### src/rtl/eth_pkg.sv
// Shared types and constants for the SPI Ethernet receive controller.
package eth_pkg;

  localparam int ADDR_W        = 11;
  localparam int BUF_BYTES_DEF = 1536;

  typedef enum logic [2:0] {
    CLEAR,
    WAIT_IDLE,
    ARMED,
    RECEIVING,
    SETTLE,
    READY
  } rx_state_e;

endpackage

### src/rtl/sync_2ff.sv
// Two-flop synchroniser for a single asynchronous level into the clk domain.
module sync_2ff #(
  parameter logic RESET_VAL = 1'b0
) (
  input  logic clk_i,
  input  logic rst_i,
  input  logic d_i,
  output logic q_o
);

  logic meta_q;
  logic sync_q;

  always_ff @(posedge clk_i) begin
    if (rst_i) begin
      meta_q <= RESET_VAL;
      sync_q <= RESET_VAL;
    end else begin
      meta_q <= d_i;
      sync_q <= meta_q;
    end
  end

  assign q_o = sync_q;

endmodule

### src/rtl/eth_rx_ctrl.sv
// Receive sequencer: arms the SPI receiver for one frame, latches its length,
// lends the buffer RAM to the CPU for readout and re-arms on acknowledge.
module eth_rx_ctrl
  import eth_pkg::*;
#(
  parameter int BUF_BYTES     = BUF_BYTES_DEF,
  parameter int RST_CYCLES    = 4,
  parameter int SETTLE_CYCLES = 3
) (
  input  logic              clk,
  input  logic              rst,
  input  logic              spi_cs_n,
  input  logic [ADDR_W-1:0] recv_byte_cnt,
  output logic              rx_n_rst,
  output logic              rx_ena,
  output logic              buf_sel,
  output logic [ADDR_W-1:0] buf_addr,
  output logic              buf_n_oe,
  input  logic [7:0]        buf_d,
  input  logic              cpu_rd,
  input  logic [ADDR_W-1:0] cpu_addr,
  output logic [7:0]        cpu_rd_data,
  output logic              cpu_rd_valid,
  output logic              cpu_rd_err,
  output logic              frame_ready,
  output logic [ADDR_W-1:0] frame_len,
  output logic              frame_ovf,
  input  logic              frame_ack,
  output logic [7:0]        drop_cnt
);

  localparam logic [31:0]       BUF_LIMIT   = BUF_BYTES;
  localparam logic [ADDR_W-1:0] RST_LAST    = ADDR_W'(RST_CYCLES - 1);
  localparam logic [ADDR_W-1:0] SETTLE_LAST = ADDR_W'(SETTLE_CYCLES - 1);

  rx_state_e         state_q, state_d;
  logic [ADDR_W-1:0] cnt_q, cnt_d;
  logic              cs_s, cs_prev_q;
  logic              cs_fall, cs_rise;
  logic              dropped_q;
  logic [7:0]        drop_cnt_q;
  logic              frame_ready_q, frame_ovf_q;
  logic [ADDR_W-1:0] frame_len_q;
  logic              rd_pend_q, ack_pend_q;
  logic [ADDR_W-1:0] buf_addr_q;
  logic              buf_n_oe_q;
  logic [7:0]        cpu_rd_data_q;
  logic              cpu_rd_valid_q, cpu_rd_err_q;
  logic              drop_evt, drop_inc, frame_set, ack_go, rd_accept, recv_ovf;

  sync_2ff #(.RESET_VAL(1'b1)) u_cs_sync (
    .clk_i (clk),
    .rst_i (rst),
    .d_i   (spi_cs_n),
    .q_o   (cs_s)
  );

  assign cs_fall  = cs_prev_q & ~cs_s;
  assign cs_rise  = ~cs_prev_q & cs_s;
  assign recv_ovf = {{(32-ADDR_W){1'b0}}, recv_byte_cnt} > BUF_LIMIT;

  // An ack that lands while a read is still in flight waits for that read to finish.
  assign ack_go    = (state_q == READY) && (frame_ack || ack_pend_q) && !rd_pend_q;
  assign rd_accept = (state_q == READY) && cpu_rd && !rd_pend_q && !ack_go;

  // One CS-low period is counted at most once, even if it is seen both as a
  // fall during CLEAR and as CS still low when CLEAR finishes.
  assign drop_inc = drop_evt && !dropped_q;

  always_comb begin
    state_d   = state_q;
    cnt_d     = cnt_q;
    rx_n_rst  = 1'b1;
    rx_ena    = 1'b0;
    buf_sel   = 1'b0;
    drop_evt  = 1'b0;
    frame_set = 1'b0;
    case (state_q)
      CLEAR: begin
        rx_n_rst = 1'b0;
        drop_evt = cs_fall;
        if (cnt_q == RST_LAST) begin
          cnt_d = '0;
          if (!cs_s) begin
            state_d  = WAIT_IDLE;
            drop_evt = 1'b1;
          end else begin
            state_d = ARMED;
          end
        end else begin
          cnt_d = cnt_q + 1'b1;
        end
      end
      WAIT_IDLE: begin
        if (cs_s) begin
          state_d = CLEAR;
          cnt_d   = '0;
        end
      end
      ARMED: begin
        rx_ena = 1'b1;
        if (cs_fall) state_d = RECEIVING;
      end
      RECEIVING: begin
        rx_ena = 1'b1;
        if (cs_rise) begin
          state_d = SETTLE;
          cnt_d   = SETTLE_LAST;
        end
      end
      SETTLE: begin
        drop_evt = cs_fall;
        if (cnt_q == '0) begin
          state_d   = READY;
          frame_set = 1'b1;
        end else begin
          cnt_d = cnt_q - 1'b1;
        end
      end
      READY: begin
        buf_sel  = 1'b1;
        drop_evt = cs_fall;
        if (ack_go) begin
          state_d = CLEAR;
          cnt_d   = '0;
        end
      end
      default: begin
        state_d = CLEAR;
        cnt_d   = '0;
      end
    endcase
  end

  always_ff @(posedge clk) begin
    if (rst) begin
      state_q        <= CLEAR;
      cnt_q          <= '0;
      cs_prev_q      <= 1'b1;
      dropped_q      <= 1'b0;
      drop_cnt_q     <= '0;
      frame_ready_q  <= 1'b0;
      frame_len_q    <= '0;
      frame_ovf_q    <= 1'b0;
      rd_pend_q      <= 1'b0;
      ack_pend_q     <= 1'b0;
      buf_addr_q     <= '0;
      buf_n_oe_q     <= 1'b1;
      cpu_rd_data_q  <= '0;
      cpu_rd_valid_q <= 1'b0;
      cpu_rd_err_q   <= 1'b0;
    end else begin
      state_q   <= state_d;
      cnt_q     <= cnt_d;
      cs_prev_q <= cs_s;

      if (cs_rise)       dropped_q <= 1'b0;
      else if (drop_inc) dropped_q <= 1'b1;
      if (drop_inc && drop_cnt_q != 8'hFF) drop_cnt_q <= drop_cnt_q + 8'd1;

      if (frame_set) begin
        frame_ready_q <= 1'b1;
        frame_len_q   <= recv_ovf ? BUF_LIMIT[ADDR_W-1:0] : recv_byte_cnt;
        frame_ovf_q   <= recv_ovf;
      end else if (ack_go) begin
        frame_ready_q <= 1'b0;
      end

      if (ack_go)                                             ack_pend_q <= 1'b0;
      else if (state_q == READY && frame_ack && rd_pend_q)    ack_pend_q <= 1'b1;

      // Address/OE phase in the cycle after the request, data capture one cycle later.
      rd_pend_q  <= rd_accept;
      buf_n_oe_q <= ~rd_accept;
      if (rd_accept) buf_addr_q <= cpu_addr;
      cpu_rd_valid_q <= rd_pend_q;
      if (rd_pend_q) cpu_rd_data_q <= buf_d;
      cpu_rd_err_q <= cpu_rd & ~rd_accept;
    end
  end

  assign drop_cnt     = drop_cnt_q;
  assign frame_ready  = frame_ready_q;
  assign frame_len    = frame_len_q;
  assign frame_ovf    = frame_ovf_q;
  assign buf_addr     = buf_addr_q;
  assign buf_n_oe     = buf_n_oe_q;
  assign cpu_rd_data  = cpu_rd_data_q;
  assign cpu_rd_valid = cpu_rd_valid_q;
  assign cpu_rd_err   = cpu_rd_err_q;

endmodule

### config.mk
export PLATFORM = sky130hd
export DESIGN_NAME = eth_rx_ctrl
export DESIGN_NICKNAME = d
export VERILOG_FILES = /design/src/rtl/eth_pkg.sv /design/src/rtl/sync_2ff.sv /design/src/rtl/eth_rx_ctrl.sv
export SDC_FILE = /design/constraint.sdc
export NUM_CORES = 1
export LEC_CHECK = 0
export ABC_AREA = 1
export CAP_MARGIN = 0
export CORE_MARGIN = 2
export CORE_UTILIZATION = 49
export DETAILED_ROUTE_END_ITERATION = 8
export GPL_TIMING_DRIVEN = 0
export PLACE_DENSITY = 0.89
export SKIP_CTS_REPAIR_TIMING = 1
export SLEW_MARGIN = 20
export SYNTH_ARGS = -nofsm -noshare
export SYNTH_HDL_FRONTEND = slang
export SYNTH_SLANG_ARGS = --single-unit
### constraint.sdc
create_clock -name clk -period 2.04 [get_ports clk]
set_clock_uncertainty 0.15 [all_clocks]
set_input_delay 0.408 -clock clk [delete_from_list [all_inputs] [get_ports clk]]
set_output_delay 0.408 -clock clk [all_outputs]
set_load 0.02 [all_outputs]
==> results of run 1 <==
[where the power goes]
group | internal, W | switching, W | total, W | leakage (nW)
clock | 0.000565 | 0.000510 | 0.00108 | 0.0956
sequential | 0.00138 | 0.000149 | 0.00153 | 0.510
combinational | 0.000739 | 0.00130 | 0.00204 | 1.21
[cell families after synthesis]
logic type	count (synthesis)
compound gates	66
simple gates	252
fa+ha+maj	4
flops	63
buf+inv	54
xor+xnor	8
[routing by layer]
metal | wire length, µm | up-vias | track usage [%] | part of all wire [%]
li1 | - | 1638 | - | -
met1 | 3490 | 1507 | 28.0 | 42
met2 | 3840 | 156 | 39.9 | 46
met3 | 868 | 18 | 8.61 | 10
met4 | 136 | 0 | 10.4 | 1.6
met5 | 0 | - | 0 | 0
[final cells by class]
type / instances / area (µm²)
inverter: 40 / 150
fill: 498 / 1830
timing repair buffer: 79 / 801
clock buffer: 9 / 124
clock inverter: 7 / 72.6
multi-input combinational: 330 / 1620
tap: 75 / 93.8
sequential: 63 / 1260
buffer: 14 / 77.6
[registers in the layout (all words and copies together) (netlist names)]
signal,flops
frame_ovf,1
cpu_rd_err,1
frame_ready,1
rd_pend_q,1
frame_len,11
cpu_rd_valid,1
ack_pend_q,1
buf_addr,11
dropped_q,1
cnt_q,11
drop_cnt,8
u_cs_sync.q_o,1
state_q,3
cpu_rd_data,8
cs_prev_q,1
u_cs_sync.meta_q,1
buf_n_oe,1
[cells in the final DEF (no fill, tap or decap), drive strengths merged, types with 2 or more instances in the layout]
master,count
buf,9
or2,2
ha,4
nand2,122
clkbuf,14
inv,38
nand4,15
clkdlybuf4s50,75
nor2,63
dlymetal6s2s,4
xor2,8
dfxtp,63
o211ai,2
o21ai,26
clkinvlp,2
nand3,49
a21oi,37
clkinv,6
[worst paths after layout]
check	to	slack, ns	depth (start not counted)
worst max-delay path	drop_cnt[5]	0.04	1
worst min-delay path	u_cs_sync.q_o$_SDFF_PP1_	0.27	1
worst max register to register	state_q[0]$_SDFFE_PP0P_	0.23	8
worst min register to register	u_cs_sync.q_o$_SDFF_PP1_	0.27	1
[through the flow]
stage	util, %	worst slack, ns	area, µm²	total power [W]
2_1_floorplan	-	0.369	3100	0.00300
3_3_place_gp	66.2	0.00899	3990	0.00350
3_5_place_dp	66.2	-0.0388	3990	0.00355
4_1_cts	69.5	-0.223	4190	0.00463
5_1_grt	69.6	0.00706	4200	0.00498
6_report	69.6	0.0394	4200	0.00464
==> flow_metrics.py, run 1 <==
metrics = {
    "critical_path": {
        "startpoint": "drop_cnt[5]$_SDFFE_PP0P_",
        "crit_family": "buffers and inverters",
        "required_ns": 1.48,
        "path_class": "register to output port",
        "max_stage_delay_ns": 0.65,
        "worstPathMaxFanout": 6,
        "endpoint_kind": "output port",
        "cp.arrival_ns": 1.44,
        "path_cells": "clkdlybuf4s50_1",
        "critPathLaunchType": "register",
        "timing.rr.start": "state_q[0]$_SDFFE_PP0P_",
        "worst-path-buf-inv": 1,
        "slowest_stage": "clkdlybuf4s50_1",
    },
    "cts": {
        "cts_tree": "built",
        "clk_latency_ns": 0.34,
        "root_buffer": "clkbuf_8",
        "cts_max_path_buffers": 2,
        "clk_pin_slew_ns": 0.08,
        "cts_sinks": 63,
        "htree_levels": 3,
        "cts_buffers": 9,
    },
    "placement": {
        "port_buffers": 79,
        "gp_congestion": 0.906,
        "dp_cells": 601,
        "dpl.hpwl_mm": 6.00,
    },
    "synth": {
        "netlist_instances": 447,
        "ys.flop_type": "dfxtp_1",
        "muxShareOfSynthArea_pct": 0,
        "syn-num-nets": 486,
        "yosys.area_share.adder_pct": 1.61,
        "synth_top_area_share_pct": 40.6,
        "ys.warnings.count": 0,
        "synth_simple_gate_area_share_pct": 37.2,
        "synthTopCellsByArea": "dfxtp_1, nand2_1, nand3_1",
        "synth_edf_count": 0,
        "synthDistinctLibCells": 28,
        "synth-seq-area-share_pct": 40.6,
        "yosys-top-cells-count": "nand2_1, dfxtp_1, nor2_1, nand3_1, a21oi_1",
        "synth-xor-area-share_pct": 2.26,
        "yosys.area.top_type": "dfxtp_1",
        "yosys.cell_count.top_type": "nand2_1",
        "synth-compound-area-share_pct": 11.0,
        "synth_top_family_by_area": "simple AND/OR/NAND/NOR gates",
        "synth-seq-cells": 63,
        "synthArstFlopShare_pct": 0,
        "synth_area_mm2": 0.00310,
        "avgSynthCellArea_um2": 6.94,
    },
    "floorplan": {
        "start_util_pct": 51.5,
        "die_area_mm2": 0.00699,
        "coreArea_mm2": 0.00603,
        "die_w_um": 83.6,
        "die_h_um": 83.6,
        "ios": 81,
        "fp-row-count": 28,
    },
    "routing": {
        "drtIter0Drc": 242,
        "vias": 3319,
        "first_pass_iters": 5,
        "via_per_inst": 5.38,
        "drc_errors": 0,
        "drt_wl_total_mm": 8.34,
        "drtAntennaViolNets": 0,
        "wire_per_inst_um": 13.5,
    },
    "finish": {
        "fin_cells": 617,
        "diodes": 0,
        "nets": 576,
        "syn_to_final_growth_pct": 35.1,
        "drive_gt1_share_pct": 9.78,
    },
    "timing": {
        "tightestPinTransition_ns": 0.584,
        "max_clock_freq_ghz": 0.500,
        "hold_slack_ns": 0.265,
        "setup_violations": 0,
        "slew_violations": 0,
        "final_hold_viol_count": 0,
        "setup_tns_ns": 0,
        "slew_headroom_pct": 61.1,
        "final.min_clock_period_ns": 2.00,
        "rsz0062_at_grt": "no",
        "final.period_utilization_pct": 98.1,
    },
    "grt": {
        "grt_util_all_layers_pct": 24.1,
        "antenna_found_initial": 0,
        "grt_max_degree": 13,
        "grt_pass1_wl_mm": 14.0,
        "grt_pass1_vias": 3281,
        "grt_overflow_total": 0,
    },
    "status": {
        "outcome": "complete, no violations",
    },
    "worst_hold_path": {
        "min_path_type": "register to register",
        "min_from": "u_cs_sync.meta_q$_SDFF_PP1_",
    },
    "pwr": {
        "power_per_cell_area_mw_per_mm2": 1110,
        "irDropWorstVdd_v": 0.000569,
        "p_leak_nw": 1.81,
    },
    "run": {
        "drv_cap": 0,
    },
}
Note: power is estimated with default switching activity, not from simulation.
==> inputs of run 2 (changes only) <==
--- a/config.mk
+++ b/config.mk
@@ -12,6 +12,7 @@
 export DETAILED_ROUTE_END_ITERATION = 8
 export GPL_TIMING_DRIVEN = 0
 export PLACE_DENSITY = 0.89
+export SETUP_SLACK_MARGIN = 0.15
 export SKIP_CTS_REPAIR_TIMING = 1
 export SLEW_MARGIN = 20
 export SYNTH_ARGS = -nofsm -noshare
==> flow_metrics.py, run 2 (synthesis gave the netlist of run 1 again) <==
metrics = {
    "cts": {
        "cts_sinks": 63,
        "cts_buffers": 9,
        "clk_latency_ns": 0.34,
        "htree_levels": 3,
        "cts_max_path_buffers": 2,
        "root_buffer": "clkbuf_8",
        "clk_pin_slew_ns": 0.08,
        "cts_tree": "built",
    },
    "pwr": {
        "p_seq_share_pct": 32.5,
        "power.share.switching_pct": 42.5,
        "switching_power_w": 0.00201,
        "p_int_w": 0.00271,
        "p_comb_share_pct": 44.6,
        "p_clk_share_pct": 22.9,
        "p_leak_nw": 2.15,
        "power_per_cell_area_mw_per_mm2": 1100,
        "irDropWorstVdd_v": 0.000569,
    },
    "floorplan": {
        "start_util_pct": 51.5,
        "fp-row-count": 28,
        "die_h_um": 83.6,
        "die_w_um": 83.6,
        "die_area_mm2": 0.00699,
        "ios": 81,
        "coreArea_mm2": 0.00603,
    },
    "routing": {
        "drtIter0Drc": 260,
        "drt_wl_total_mm": 8.48,
        "drc_errors": 0,
        "drtAntennaViolNets": 0,
        "wire_per_inst_um": 13.7,
        "via_per_inst": 5.38,
        "vias": 3332,
        "first_pass_iters": 5,
    },
    "critical_path": {
        "r2r_slack_ns": 0.22,
        "endpoint_kind": "output port",
        "cp.arrival_ns": 1.35,
        "required_ns": 1.48,
        "critPathLaunchType": "register",
        "startpoint": "state_q[2]$_SDFFE_PP0P_",
        "worstPathMaxFanout": 6,
        "r2r_end": "cnt_q[5]$_SDFFE_PP0P_",
        "timing.rr.start": "cnt_q[2]$_SDFFE_PP0P_",
        "reg2reg_depth": 8,
        "endpoint": "rx_n_rst",
        "path_class": "register to output port",
    },
    "worst_hold_path": {
        "holdPathStages": 1,
        "min_path_type": "register to register",
    },
    "timing": {
        "setup_tns_ns": 0,
        "setup_violations": 0,
        "final_hold_viol_count": 0,
        "final.min_clock_period_ns": 1.91,
        "tightestPinTransition_ns": 0.565,
        "rsz0062_at_grt": "yes",
        "slew_violations": 0,
        "max_clock_freq_ghz": 0.525,
        "final.period_utilization_pct": 93.4,
        "slew_headroom_pct": 62.4,
    },
    "placement": {
        "dp_cells": 601,
        "port_buffers": 79,
        "gp_congestion": 0.906,
        "post_dp_cell_area_mm2": 0.00399,
        "dpl.hpwl_mm": 6.00,
    },
    "grt": {
        "grt_max_degree": 13,
        "grt_pass1_wl_mm": 14.0,
        "grt_util_all_layers_pct": 24.1,
        "antenna_found_initial": 0,
        "grt_pass1_vias": 3281,
        "grt_overflow_total": 0,
    },
    "finish": {
        "layout_commonest_cell": "nand2_1",
        "syn_to_final_growth_pct": 38.1,
        "nets": 578,
        "fin_cells": 619,
        "layout_common_cells": "nand2_1, dfxtp_1, clkdlybuf4s50_1",
        "drive_gt1_share_pct": 11.0,
        "diodes": 0,
        "fillers": 477,
        "fin_area_mm2": 0.00429,
    },
    "run": {
        "drv_cap": 0,
    },
    "status": {
        "outcome": "complete, no violations",
    },
}
[run 2: cell count changes in the layout (fill, tap and decap cells not counted), moves of 2 or more]
| cell | before | now |
|---|---|---|
| nor2_1 | 54 | 52 |
| dlymetal6s2s_1 | 4 | 22 |
| clkdlybuf4s50_1 | 75 | 57 |
| nor2_4 | 6 | 8 |
| buf_4 | 3 | 5 |
[run 2: per-stage QoR]
| stage | util (%) | hold slack, ns | setup slack, ns | power, W |
|---|---|---|---|---|
| 6_report | 71.1 | 0.271 | 0.134 | 0.00472 |
| 5_1_grt | 71.1 | 0.280 | 0.0734 | 0.00504 |
| 4_1_cts | 69.5 | 0.276 | -0.223 | 0.00463 |
| 3_5_place_dp | 66.2 | 0.254 | -0.0388 | 0.00355 |
| 3_3_place_gp | 66.2 | 0.242 | 0.00899 | 0.00350 |
| 2_1_floorplan | - | 0.239 | 0.369 | 0.00300 |
[run 2: power by group through the flow]
stage	Sequential, W	Combinational (W)	Clock [W]
5_1_grt	0.00155	0.00233	0.00115
2_1_floorplan	0.00158	0.00142	0
3_5_place_dp	0.00155	0.00200	0
6_report	0.00153	0.00210	0.00108
4_1_cts	0.00152	0.00202	0.00109
3_3_place_gp	0.00154	0.00196	0
[run 2: per-layer routing]
metal,up-vias,GRT usage (%),part of all wire [%]
met5,-,0,0
met4,0,10.4,1.6
met3,17,8.61,11
met2,164,39.9,47
met1,1510,28.0,41
li1,1641,-,-
[run 2: area by class of cell]
cell class	instances	area (µm²)	share of cell area, %
clock inverters	7	72.6	1.69
inverters	40	156	3.65
multi-input cells	330	1640	38.3
repair buffers	81	861	20.1
clock buffers	9	124	2.89
plain buffers	14	77.6	1.81
flip-flops and latches	63	1260	29.4
well taps	75	93.8	2.19
[run 2: how the worst min path moves through the flow]
stage	start	endpoint	slack, ns
final	u_cs_sync.meta_q$_SDFF_PP1_	u_cs_sync.q_o$_SDFF_PP1_	0.27
after global routing	u_cs_sync.meta_q$_SDFF_PP1_	u_cs_sync.q_o$_SDFF_PP1_	0.28
after CTS	u_cs_sync.meta_q$_SDFF_PP1_	u_cs_sync.q_o$_SDFF_PP1_	0.28
after detailed placement	u_cs_sync.meta_q$_SDFF_PP1_	u_cs_sync.q_o$_SDFF_PP1_	0.25
after global placement	u_cs_sync.meta_q$_SDFF_PP1_	u_cs_sync.q_o$_SDFF_PP1_	0.24
after floorplan	u_cs_sync.meta_q$_SDFF_PP1_	u_cs_sync.q_o$_SDFF_PP1_	0.24
[run 2: critical path, cell delays in order, from the launching register on]
cell            delay, ns
dfxtp_1              0.40
inv_1                0.12
nand2_1              0.22
dlymetal6s2s_1       0.26
==> inputs of run 3 (changes only) <==
--- a/config.mk
+++ b/config.mk
@@ -7,13 +7,14 @@
 export LEC_CHECK = 0
 export ABC_AREA = 1
 export CAP_MARGIN = 0
-export CORE_MARGIN = 2
+export CORE_MARGIN = 10
 export CORE_UTILIZATION = 49
 export DETAILED_ROUTE_END_ITERATION = 8
 export GPL_TIMING_DRIVEN = 0
 export PLACE_DENSITY = 0.89
 export SETUP_SLACK_MARGIN = 0.15
 export SKIP_CTS_REPAIR_TIMING = 1
+export SKIP_LAST_GASP = 1
 export SLEW_MARGIN = 20
 export SYNTH_ARGS = -nofsm -noshare
 export SYNTH_HDL_FRONTEND = slang
==> flow_metrics.py, run 3 (synthesis gave the netlist of run 1 again) <==
metrics = {
    "timing": {
        "final.period_utilization_pct": 90.7,
        "setup_violations": 0,
        "final_hold_viol_count": 0,
        "final.min_clock_period_ns": 1.85,
        "fin_ws_ns": 0.190,
        "max_clock_freq_ghz": 0.540,
        "slew_violations": 0,
        "rsz0062_at_grt": "yes",
        "slew_headroom_pct": 56.2,
        "tightestPinTransition_ns": 0.657,
    },
    "grt": {
        "antenna_found_initial": 0,
        "grt_max_degree": 13,
        "grt_overflow_total": 0,
        "grt_util_all_layers_pct": 17.4,
        "grt_pass1_wl_mm": 14.4,
        "grt_pass1_vias": 3113,
    },
    "cts": {
        "cts_sinks": 63,
        "clk_latency_ns": 0.34,
        "root_buffer": "clkbuf_8",
        "cts_buffers": 9,
        "cts_tree": "built",
        "clk_pin_slew_ns": 0.08,
        "cts_max_path_buffers": 2,
        "htree_levels": 3,
    },
    "finish": {
        "fin_cells": 619,
        "fillers": 472,
        "fin_util_pct": 71.4,
        "fin_area_mm2": 0.00430,
        "nets": 578,
        "drive_gt1_share_pct": 10.8,
        "syn_to_final_growth_pct": 38.6,
        "layout_common_cells": "nand2_1, dfxtp_1, nor2_1",
        "diodes": 0,
        "layout_commonest_cell": "nand2_1",
    },
    "worst_hold_path": {
        "min_path_type": "register to register",
        "worstHoldEndpoint": "u_cs_sync.q_o$_SDFF_PP1_",
        "min_from": "u_cs_sync.meta_q$_SDFF_PP1_",
        "holdPathStages": 1,
    },
    "critical_path": {
        "endpoint_kind": "output port",
        "crit_family": "buffers and inverters",
        "worst-path-buf-inv": 1,
        "path_cells": "clkdlybuf4s50_1",
        "timing.rr.start": "cnt_q[0]$_SDFFE_PP0P_",
        "slowest_stage": "clkdlybuf4s50_1",
        "required_ns": 1.48,
        "startpoint": "frame_len[7]$_SDFFE_PP0P_",
        "critPathLaunchType": "register",
        "r2r_slack_ns": 0.26,
        "cp.arrival_ns": 1.29,
        "path_class": "register to output port",
        "max_stage_delay_ns": 0.62,
        "r2r_end": "cnt_q[4]$_SDFFE_PP0P_",
        "reg2reg_depth": 10,
        "worstPathMaxFanout": 2,
    },
    "placement": {
        "post_dp_cell_area_mm2": 0.00399,
        "gp_congestion": 0.907,
        "dp_cells": 601,
        "post-place-ws_ns": -0.0452,
        "dpl.hpwl_mm": 6.42,
        "port_buffers": 79,
    },
    "routing": {
        "first_pass_iters": 5,
        "vias": 3250,
        "wire_per_inst_um": 14.4,
        "drtIter0Drc": 262,
        "drtAntennaViolNets": 0,
        "drc_errors": 0,
        "drt_wl_total_mm": 8.93,
        "via_per_inst": 5.25,
    },
    "run": {
        "drv_cap": 0,
    },
    "floorplan": {
        "start_util_pct": 51.5,
        "ios": 81,
        "die_w_um": 99.6,
        "fp-row-count": 28,
        "die_h_um": 99.6,
        "die_area_mm2": 0.00992,
        "coreArea_mm2": 0.00603,
    },
    "status": {
        "outcome": "complete, no violations",
    },
    "pwr": {
        "p_leak_nw": 2.37,
        "power_per_cell_area_mw_per_mm2": 1090,
        "fin_total_pwr_w": 0.00467,
        "irDropWorstVdd_v": 0.000630,
    },
}
==> run 3: cell count changes in the layout (fill, tap and decap cells not counted), sizes merged <==
cell | before | now
dlymetal6s2s | 22 | 34
clkdlybuf4s50 | 57 | 45
==> run 3: report_power, final <==
| group | leakage, nW | switching, W | internal [W] | total (W) |
|---|---|---|---|---|
| logic | 1.77 | 0.00132 | 0.000741 | 0.00206 |
| registers | 0.511 | 0.000145 | 0.00138 | 0.00152 |
| clock network | 0.0956 | 0.000524 | 0.000566 | 0.00109 |
| total | 2.37 | 0.00199 | 0.00268 | 0.00467 |
==> run 3: stage by stage <==
stage	setup TNS, ns	hold WS (ns)
6_report	0	0.274
5_1_grt	0	0.302
4_1_cts	-0.466	0.274
3_5_place_dp	-0.119	0.251
3_3_place_gp	0	0.241
2_1_floorplan	0	0.239
==> run 3: worst max path at each step <==
stage | end | cells past startpoint
detailed placement | cnt_q[4]$_SDFFE_PP0P_ | 10
global route | rx_n_rst | 3
finish | frame_len[7] | 1
CTS | rx_n_rst | 3
global placement | cnt_q[0]$_SDFFE_PP0P_ | 10
floorplan | drop_cnt[0]$_SDFFE_PP0P_ | 8
==> run 3: cell type report <==
type                    count  area (µm²)  area share (%)
well taps                  75        93.8            2.18
multi-input cells         330        1630            37.8
flip-flops and latches     63        1260            29.3
clock buffers               9         124            2.88
repair buffers             81         891            20.7
inverters                  40         156            3.63
clock inverters             7        72.6            1.69
plain buffers              14        77.6            1.80
==> run 3: layer usage <==
metal	up-vias	share of wire, %	global-route usage, %
met1	1452	42	19.7
met3	9	13	9.90
met4	0	0.63	3.97
met5	-	0	0
met2	143	45	27.9
li1	1646	-	-
